## src/rtl/instruction_queue_if.sv

```systemverilog
// Fetch/decode-facing signal bundle for the instruction queue.
// master = fetch + decode side, slave = the queue itself.
interface instruction_queue_if #(
    parameter int DEPTH = 8
) ();
    localparam int PTR_W = $clog2(DEPTH);

    logic             load_iq_fetch;
    logic [31:0]      pc_in;
    logic [31:0]      instr_in;
    logic             flush_iq_fetch;
    logic             dispatch_ready;
    logic             iq_really_full;
    logic             iq_valid;
    logic [31:0]      pc_out;
    logic [31:0]      instr_out;
    logic [PTR_W:0]   iq_count;
    logic             iq_overflow;

    modport master (
        output load_iq_fetch, pc_in, instr_in, flush_iq_fetch, dispatch_ready,
        input  iq_really_full, iq_valid, pc_out, instr_out, iq_count, iq_overflow
    );

    modport slave (
        input  load_iq_fetch, pc_in, instr_in, flush_iq_fetch, dispatch_ready,
        output iq_really_full, iq_valid, pc_out, instr_out, iq_count, iq_overflow
    );
endinterface

```

## src/rtl/instruction_queue.sv

```systemverilog
// First-word-fall-through FIFO of {PC, instruction} pairs between fetch and decode.
// Single-cycle flush; sticky overflow flag when fetch loads into a full queue.
module instruction_queue #(
    parameter int DEPTH = 8,
    parameter int PTR_W = $clog2(DEPTH)
) (
    input logic               clk,
    input logic               rst,
    instruction_queue_if.slave iq
);
    typedef struct packed {
        logic [31:0] pc;
        logic [31:0] instr;
    } iq_entry_t;

    localparam logic [PTR_W:0] FULL_CNT = (PTR_W+1)'(DEPTH);

    iq_entry_t        mem [DEPTH];
    logic [PTR_W-1:0] head;
    logic [PTR_W-1:0] tail;
    logic [PTR_W:0]   count;
    logic             overflow;

    logic valid;
    logic full;
    logic push;
    logic pop;

    assign valid = (count != '0);
    assign full  = (count == FULL_CNT);
    assign pop   = valid && iq.dispatch_ready;
    // A pop frees the slot the same edge, so a full queue may still accept a load.
    assign push  = iq.load_iq_fetch && (!full || pop);

    always_ff @(posedge clk) begin
        if (!rst) begin
            head     <= '0;
            tail     <= '0;
            count    <= '0;
            overflow <= 1'b0;
        end else if (iq.flush_iq_fetch) begin
            head  <= '0;
            tail  <= '0;
            count <= '0;
        end else begin
            if (push) tail <= tail + PTR_W'(1);
            if (pop)  head <= head + PTR_W'(1);
            case ({push, pop})
                2'b10:   count <= count + (PTR_W+1)'(1);
                2'b01:   count <= count - (PTR_W+1)'(1);
                default: count <= count;
            endcase
            if (iq.load_iq_fetch && full && !pop) overflow <= 1'b1;
        end
    end

    // Storage carries no reset; head/count gate what is observable.
    always_ff @(posedge clk) begin
        if (rst && !iq.flush_iq_fetch && push)
            mem[tail] <= '{pc: iq.pc_in, instr: iq.instr_in};
    end

    assign iq.iq_valid       = valid;
    assign iq.iq_really_full = full;
    assign iq.iq_count       = count;
    assign iq.iq_overflow    = overflow;
    assign iq.pc_out         = mem[head].pc;
    assign iq.instr_out      = mem[head].instr;
endmodule

```

## src/flat_wrapper.sv

```systemverilog
// flat-port wrapper written by rule: the top's interface ports become plain ports
module instruction_queue_flat 
#(
    parameter int DEPTH = 8,
    parameter int PTR_W = $clog2(DEPTH)
)
  (clk, rst, iq_load_iq_fetch, iq_pc_in, iq_instr_in, iq_flush_iq_fetch, iq_dispatch_ready, iq_iq_really_full, iq_iq_valid, iq_pc_out, iq_instr_out, iq_iq_count, iq_iq_overflow);
  instruction_queue_if #(.DEPTH(DEPTH)) iq_i ();
  input logic clk;
  input logic rst;
  input wire logic [$bits(iq_i.load_iq_fetch)-1:0] iq_load_iq_fetch;
  input wire logic [$bits(iq_i.pc_in)-1:0] iq_pc_in;
  input wire logic [$bits(iq_i.instr_in)-1:0] iq_instr_in;
  input wire logic [$bits(iq_i.flush_iq_fetch)-1:0] iq_flush_iq_fetch;
  input wire logic [$bits(iq_i.dispatch_ready)-1:0] iq_dispatch_ready;
  output wire logic [$bits(iq_i.iq_really_full)-1:0] iq_iq_really_full;
  output wire logic [$bits(iq_i.iq_valid)-1:0] iq_iq_valid;
  output wire logic [$bits(iq_i.pc_out)-1:0] iq_pc_out;
  output wire logic [$bits(iq_i.instr_out)-1:0] iq_instr_out;
  output wire logic [$bits(iq_i.iq_count)-1:0] iq_iq_count;
  output wire logic [$bits(iq_i.iq_overflow)-1:0] iq_iq_overflow;
  assign iq_i.load_iq_fetch = iq_load_iq_fetch;
  assign iq_i.pc_in = iq_pc_in;
  assign iq_i.instr_in = iq_instr_in;
  assign iq_i.flush_iq_fetch = iq_flush_iq_fetch;
  assign iq_i.dispatch_ready = iq_dispatch_ready;
  assign iq_iq_really_full = iq_i.iq_really_full;
  assign iq_iq_valid = iq_i.iq_valid;
  assign iq_pc_out = iq_i.pc_out;
  assign iq_instr_out = iq_i.instr_out;
  assign iq_iq_count = iq_i.iq_count;
  assign iq_iq_overflow = iq_i.iq_overflow;
  instruction_queue #(.DEPTH(DEPTH), .PTR_W(PTR_W)) u_core (.clk(clk), .rst(rst), .iq(iq_i));
endmodule
```

## config.mk

```make
export PLATFORM = sky130hd
export DESIGN_NAME = instruction_queue_flat
export DESIGN_NICKNAME = d
export VERILOG_FILES = /design/src/rtl/instruction_queue_if.sv /design/src/rtl/instruction_queue.sv /design/src/flat_wrapper.sv
export SDC_FILE = /design/constraint.sdc
export NUM_CORES = 1
export LEC_CHECK = 0
export ABC_CLOCK_PERIOD_IN_PS = 12750
export BUFFER_PORTS_ARGS = -buffer_cell sky130_fd_sc_hd__clkbuf_2
export CAP_MARGIN = 10
export CORE_MARGIN = 4
export CORE_UTILIZATION = 45
export CTS_BUF_LIST = sky130_fd_sc_hd__clkbuf_8 sky130_fd_sc_hd__clkbuf_16
export DETAILED_ROUTE_END_ITERATION = 10
export PLACE_DENSITY = 0.67
export SLEW_MARGIN = 20
export SYNTH_ARGS = -nofsm -noshare
export SYNTH_HDL_FRONTEND = slang
export SYNTH_SLANG_ARGS = --single-unit
```

## constraint.sdc

```tcl
create_clock -name clk -period 12.75 [get_ports clk]
set_input_delay 1.275 -clock clk [delete_from_list [all_inputs] [get_ports clk]]
set_output_delay 1.275 -clock clk [all_outputs]
set_load 0.01 [all_outputs]
```

* Word level (Yosys, flattened, before mapping) *
Memories as Yosys holds them, arrays and structs flattened. A register that Yosys moved wholly into a read port is not among the register bits.
Index checks and enable logic that the tools add are counted.

operators by class
  add/sub/neg operators = 4
  bitwise logic cells = 2
  muxes and demuxes = 5
  reductions and logical operators = 14
  eq/ne operators = 3

operators by type and width
  cell                                                                 number
  4-bit one-hot mux with 2 select lines                                1
  3-bit by 1-bit adder with 3-bit output (second input constant)       2
  1-bit logical AND                                                    6
  3-bit 2-to-1 mux                                                     2
  4-bit by 1-bit adder with 4-bit output (second input constant)       1
  4-bit == test (second input constant)                                1
  4-bit nonzero test                                                   1
  4-bit by 1-bit subtractor with 4-bit output (second input constant)  1
  1-bit zero test                                                      3
  2-bit by 1-bit == test with 1-bit output (second input constant)     1
  2-bit == test (second input constant)                                1
  1-bit 2-to-1 mux                                                     2
  1-bit inverter                                                       2
  2-bit AND reduction                                                  1
  2-bit nonzero test                                                   1
  2-bit OR reduction                                                   1
  1-bit logical OR                                                     1

storage, ports and cells
  flip-flop bits (word level) = 11
  RAM bits = 512
  output and inout port bits = 71
  memories = 1

memories
  name        depth  bits a word  rd ports  clocked after memory_dff  wr ports  line                     RTL
  u_core.mem  8      64           1         1                         1         instruction_queue.sv:18  iq_entry_t mem [DEPTH];

* Logic depth before layout (Yosys ltp) *
  word-level depth = 7
  mapped depth = 10

* Least setup slack after synthesis *
Ideal clock, no wire load.

  path kind = input to register
  from = input port iq_flush_iq_fetch
  to = memory u_core.mem[2][0] in the netlist's numbering (enable)
  data arrival time = 6,157 ps
  data required time = 12,185 ps
  library setup time = 565 ps
  stages on the path = 3
  path slack = 6,028 ps
  cell sequence = nand2b_1 -> or3_1 -> nor3_1

between the ends
  cells in the longest elaborated chain, start to end = 5

ends and longest elaborated chain
  item                                    line                     RTL
  start, declared                         flat_wrapper.sv:14       input wire logic [$bits(iq_i.flush_iq_fetch)-1:0] iq_flush_iq_fetch;
  1-bit zero test                         instruction_queue.sv:59  if (rst && !iq.flush_iq_fetch && push)
  1-bit logical AND (2 in series)         instruction_queue.sv:59
  1-bit 2-to-1 mux                        instruction_queue.sv:59
  1-bit 2-to-1 mux (implied by the code)  instruction_queue.sv:60  mem[tail] <= '{pc: iq.pc_in, instr: iq.instr_in};
  end, declared                           instruction_queue.sv:18

No other way between the ends.

==> summary.txt <==
Yosys
  • Sequential area share after synthesis: 78.59%
  • EDFF count, synth: 512
  • Ys async rst share: 0%
  • Mapped Area: 0.01992 mm^2
  • Main flop type after synthesis: edfxtp_1
  • Mapped Cells: 820
  • Cell taking the most area after synthesis: edfxtp_1
  • Yosys warns: 0
  • Synth unique cells: 32
  • Syn Nets: 895
  • Share of the synthesized area in the top cell type: 77.18%
  • Synth top cells by count: edfxtp_1, mux4_2, mux2_2, nor2_1, dfxtp_1
  • Avg Inst Size Synth: 24.29 um^2
  • Yosys reg bits: 526
  • Most numerous cell in the Yosys netlist: edfxtp_1
  • Synth top area cells: edfxtp_1, mux4_2, mux2_2, dfxtp_1, buf_6

Timing
  • Final setup viols: 0
  • Final Cycle Share: 37.10%
  • Max-slew violations: 0
  • Slew HR: 31.24%
  • Fin. Hold Viols: 0
  • Fin worst setup slack: 8.020 ns
  • Unrepaired setup endpoints after global routing: false
  • Tmin final: 4.730 ns
  • Fin Clk Skew: 0.01169 ns
  • Worst Tran Pin Value: 1.031 ns
  • Fmax: 0.2114 GHz
  • Setup TNS: 0 ns

Pwr
  • Switching power: 0.6548 mW
  • Pint: 2.709 mW
  • Clk pwr share: 40.5%
  • Leakage Power: 7.237 nW
  • Switch share: 19.46%
  • Worst vdd ir: 0.08822 mV
  • Logic pwr share: 2.7%
  • Seq pwr share: 56.8%
  • PD cells: 147.5 mW/mm^2

CTS
  • Post-CTS Setup Inserts: 0
  • H-tree levels: 2
  • Hold buffer count at CTS: 0
  • CTS root buf: clkbuf_16
  • Latest clock arrival within the worst-skew pair: 0.58 ns
  • CTS buffer count: 52
  • Clock slew seen by the registers of the worst setup and hold paths: 0.06 ns
  • Clock Sinks: 526
  • CTS tree: yes
  • CTS Buffer Depth: 3
  • Post-CTS Resized: 0

Placement
  • Post-detailed-placement half-perimeter wirelength: 20270 um
  • Post-place setup slack: 8.442 ns
  • Post-DP Area: 0.02129 mm^2
  • Gpl congestion: 0.6908
  • Port Buffers: 139
  • Inst Count DP: 1522

Setup path
  • Worst setup EP type: output port
  • Worst Path Required: 11.48 ns
  • Critical path arrival: 3.46 ns
  • CP Class: reg -> out
  • FF-to-FF path depth: 5
  • Nature of the critical path startpoint: register
  • CP max FO: 65

GRT
  • First-pass GRT wire length: 58220 um
  • Vias in the first global route: 9507
  • Remaining Overflow, GRT: 0
  • Initial antenna violation count: 4
  • Overall Global Routing Usage: 16.39%
  • Largest net degree at the start of global routing: 66

Final layout
  • Layout Cells excl Fill: 1615
  • Final Util: 52.48%
  • Share of cells above drive strength 1: 41.13%
  • Layout Nets: 1066
  • Cell area after layout: 0.02281 mm^2
  • Area grow syn2layout: 14.48%
  • Storage cell area: 0.01567 mm^2
  • Multi-input logic area: 0.004058 mm^2
  • Fillcell total: 3367

Die
  • Initial core utilization: 45.84%
  • Num rows: 76
  • Die Area: 0.04770 mm^2
  • Die H: 218.4 um
  • Core ar.: 0.04346 mm^2
  • Die width: 218.4 um
  • Ports: 140

Hold path
  • Tightest Hold Check Type: reg -> reg
  • Hold depth: 1

Route
  • Routed wire per std cell: 23.73 um
  • Initial DRC count: 626
  • DRC viols: 0
  • Routed vias/inst: 5.415
  • Routed wire length: 38320 um
  • ANT nets after route: 0
  • Vias: 8745
  • DRT Pass-1 Iters: 5

Run status
  • Outcome: completed

Job
  • Max Cap Viol: 0
## registers in the layout, indices dropped and copies added, names as in the netlist, named ones only
name,count
u_core.head,3
u_core.iq.iq_count,4
u_core.iq.iq_overflow,1
u_core.mem,512
u_core.tail,3
## cells by family (layout without fill, tap and decap cells)
kind of cell               count (synthesis)  after routing  synth area share (%)
muxes                                    193            193                 18.14
AOI/OAI and AO/OA                         10             10                0.3581
xor gates and xnor gates                   6              6                0.2638
adders and majority gates                  6              6                0.4146
DFF                                      526            526                 78.59
other                                      0              4                     0
buffers and inverters                     43            249                 1.319
and+or+nand+nor                           36             36                0.9170
## placed cells by master, fill, tap and decap left out, drive strengths merged
master / count
o21a: 1
nand2b: 3
edfxtp: 512
nor4b: 1
nand3b: 1
nor2: 18
inv: 21
mux4: 128
dfxtp: 14
mux2: 64
o31ai: 1
diode: 4
or4: 1
or4b: 1
nand2: 3
o211ai: 1
a211oi: 1
clkbuf: 192
fa: 1
mux2i: 1
clkinv: 19
or3: 2
bufinv: 1
clkinvlp: 1
nor3: 2
xor2: 6
and4b: 1
o21ai: 2
buf: 15
ha: 5
nand3: 3
a21oi: 4
## per-stage QoR
step                total power [mW]  hold WS (ns)
finish                         3.364        0.4743
global route                   3.492        0.4960
global placement               2.038        0.4533
detailed placement             2.041        0.4608
CTS                            3.408        0.4768
floorplan                      1.996        0.4541
## power by group through the flow
stage               combinational [mW]  sequential (mW)  clock, mW
global route                     0.102             1.91       1.48
detailed placement              0.0944             1.95          0
CTS                             0.0945             1.91       1.40
floorplan                       0.0495             1.95          0
global placement                0.0914             1.95          0
finish                          0.0924             1.91       1.36
## cell type report
| class | instances | share of cell area (%) |
|---|---|---|
| diodes | 4 | 0.04389 |
| clock buffers | 53 | 5.816 |
| clock inverters | 36 | 0.7846 |
| inverters | 6 | 0.09875 |
| multi-input cells | 251 | 17.79 |
| flip-flops and latches | 526 | 68.69 |
| well taps | 585 | 3.210 |
| repair buffers | 154 | 3.561 |
## worst max-delay path, cell delays in order (launching register included)
cell and delay (ns):
dfxtp_4 1.02, buf_4 0.91, mux4_2 0.43, mux2_2 0.31
clkbuf_2 0.14
## metal layers
metal | part of all wire [%] | vias up | GRT usage (%)
met2 | 49 | 183 | 26.52
met4 | 2.0 | 0 | 4.740
met5 | 0 | - | 0
li1 | - | 3828 | -
met1 | 43 | 4682 | 22.54
met3 | 5.8 | 52 | 3.921
## worst paths after layout
path / start / endpoint / slack (ns)
setup / recovery: register / iq_instr_out[12] / 8.02
hold / removal: u_core.iq.iq_overflow / u_core.iq.iq_overflow / 0.47
setup reg to reg: u_core.iq.iq_count[1] / u_core.mem[3][27] / 9.57
hold reg to reg: u_core.iq.iq_overflow / u_core.iq.iq_overflow / 0.47
Power figures use the tool's default switching activity.
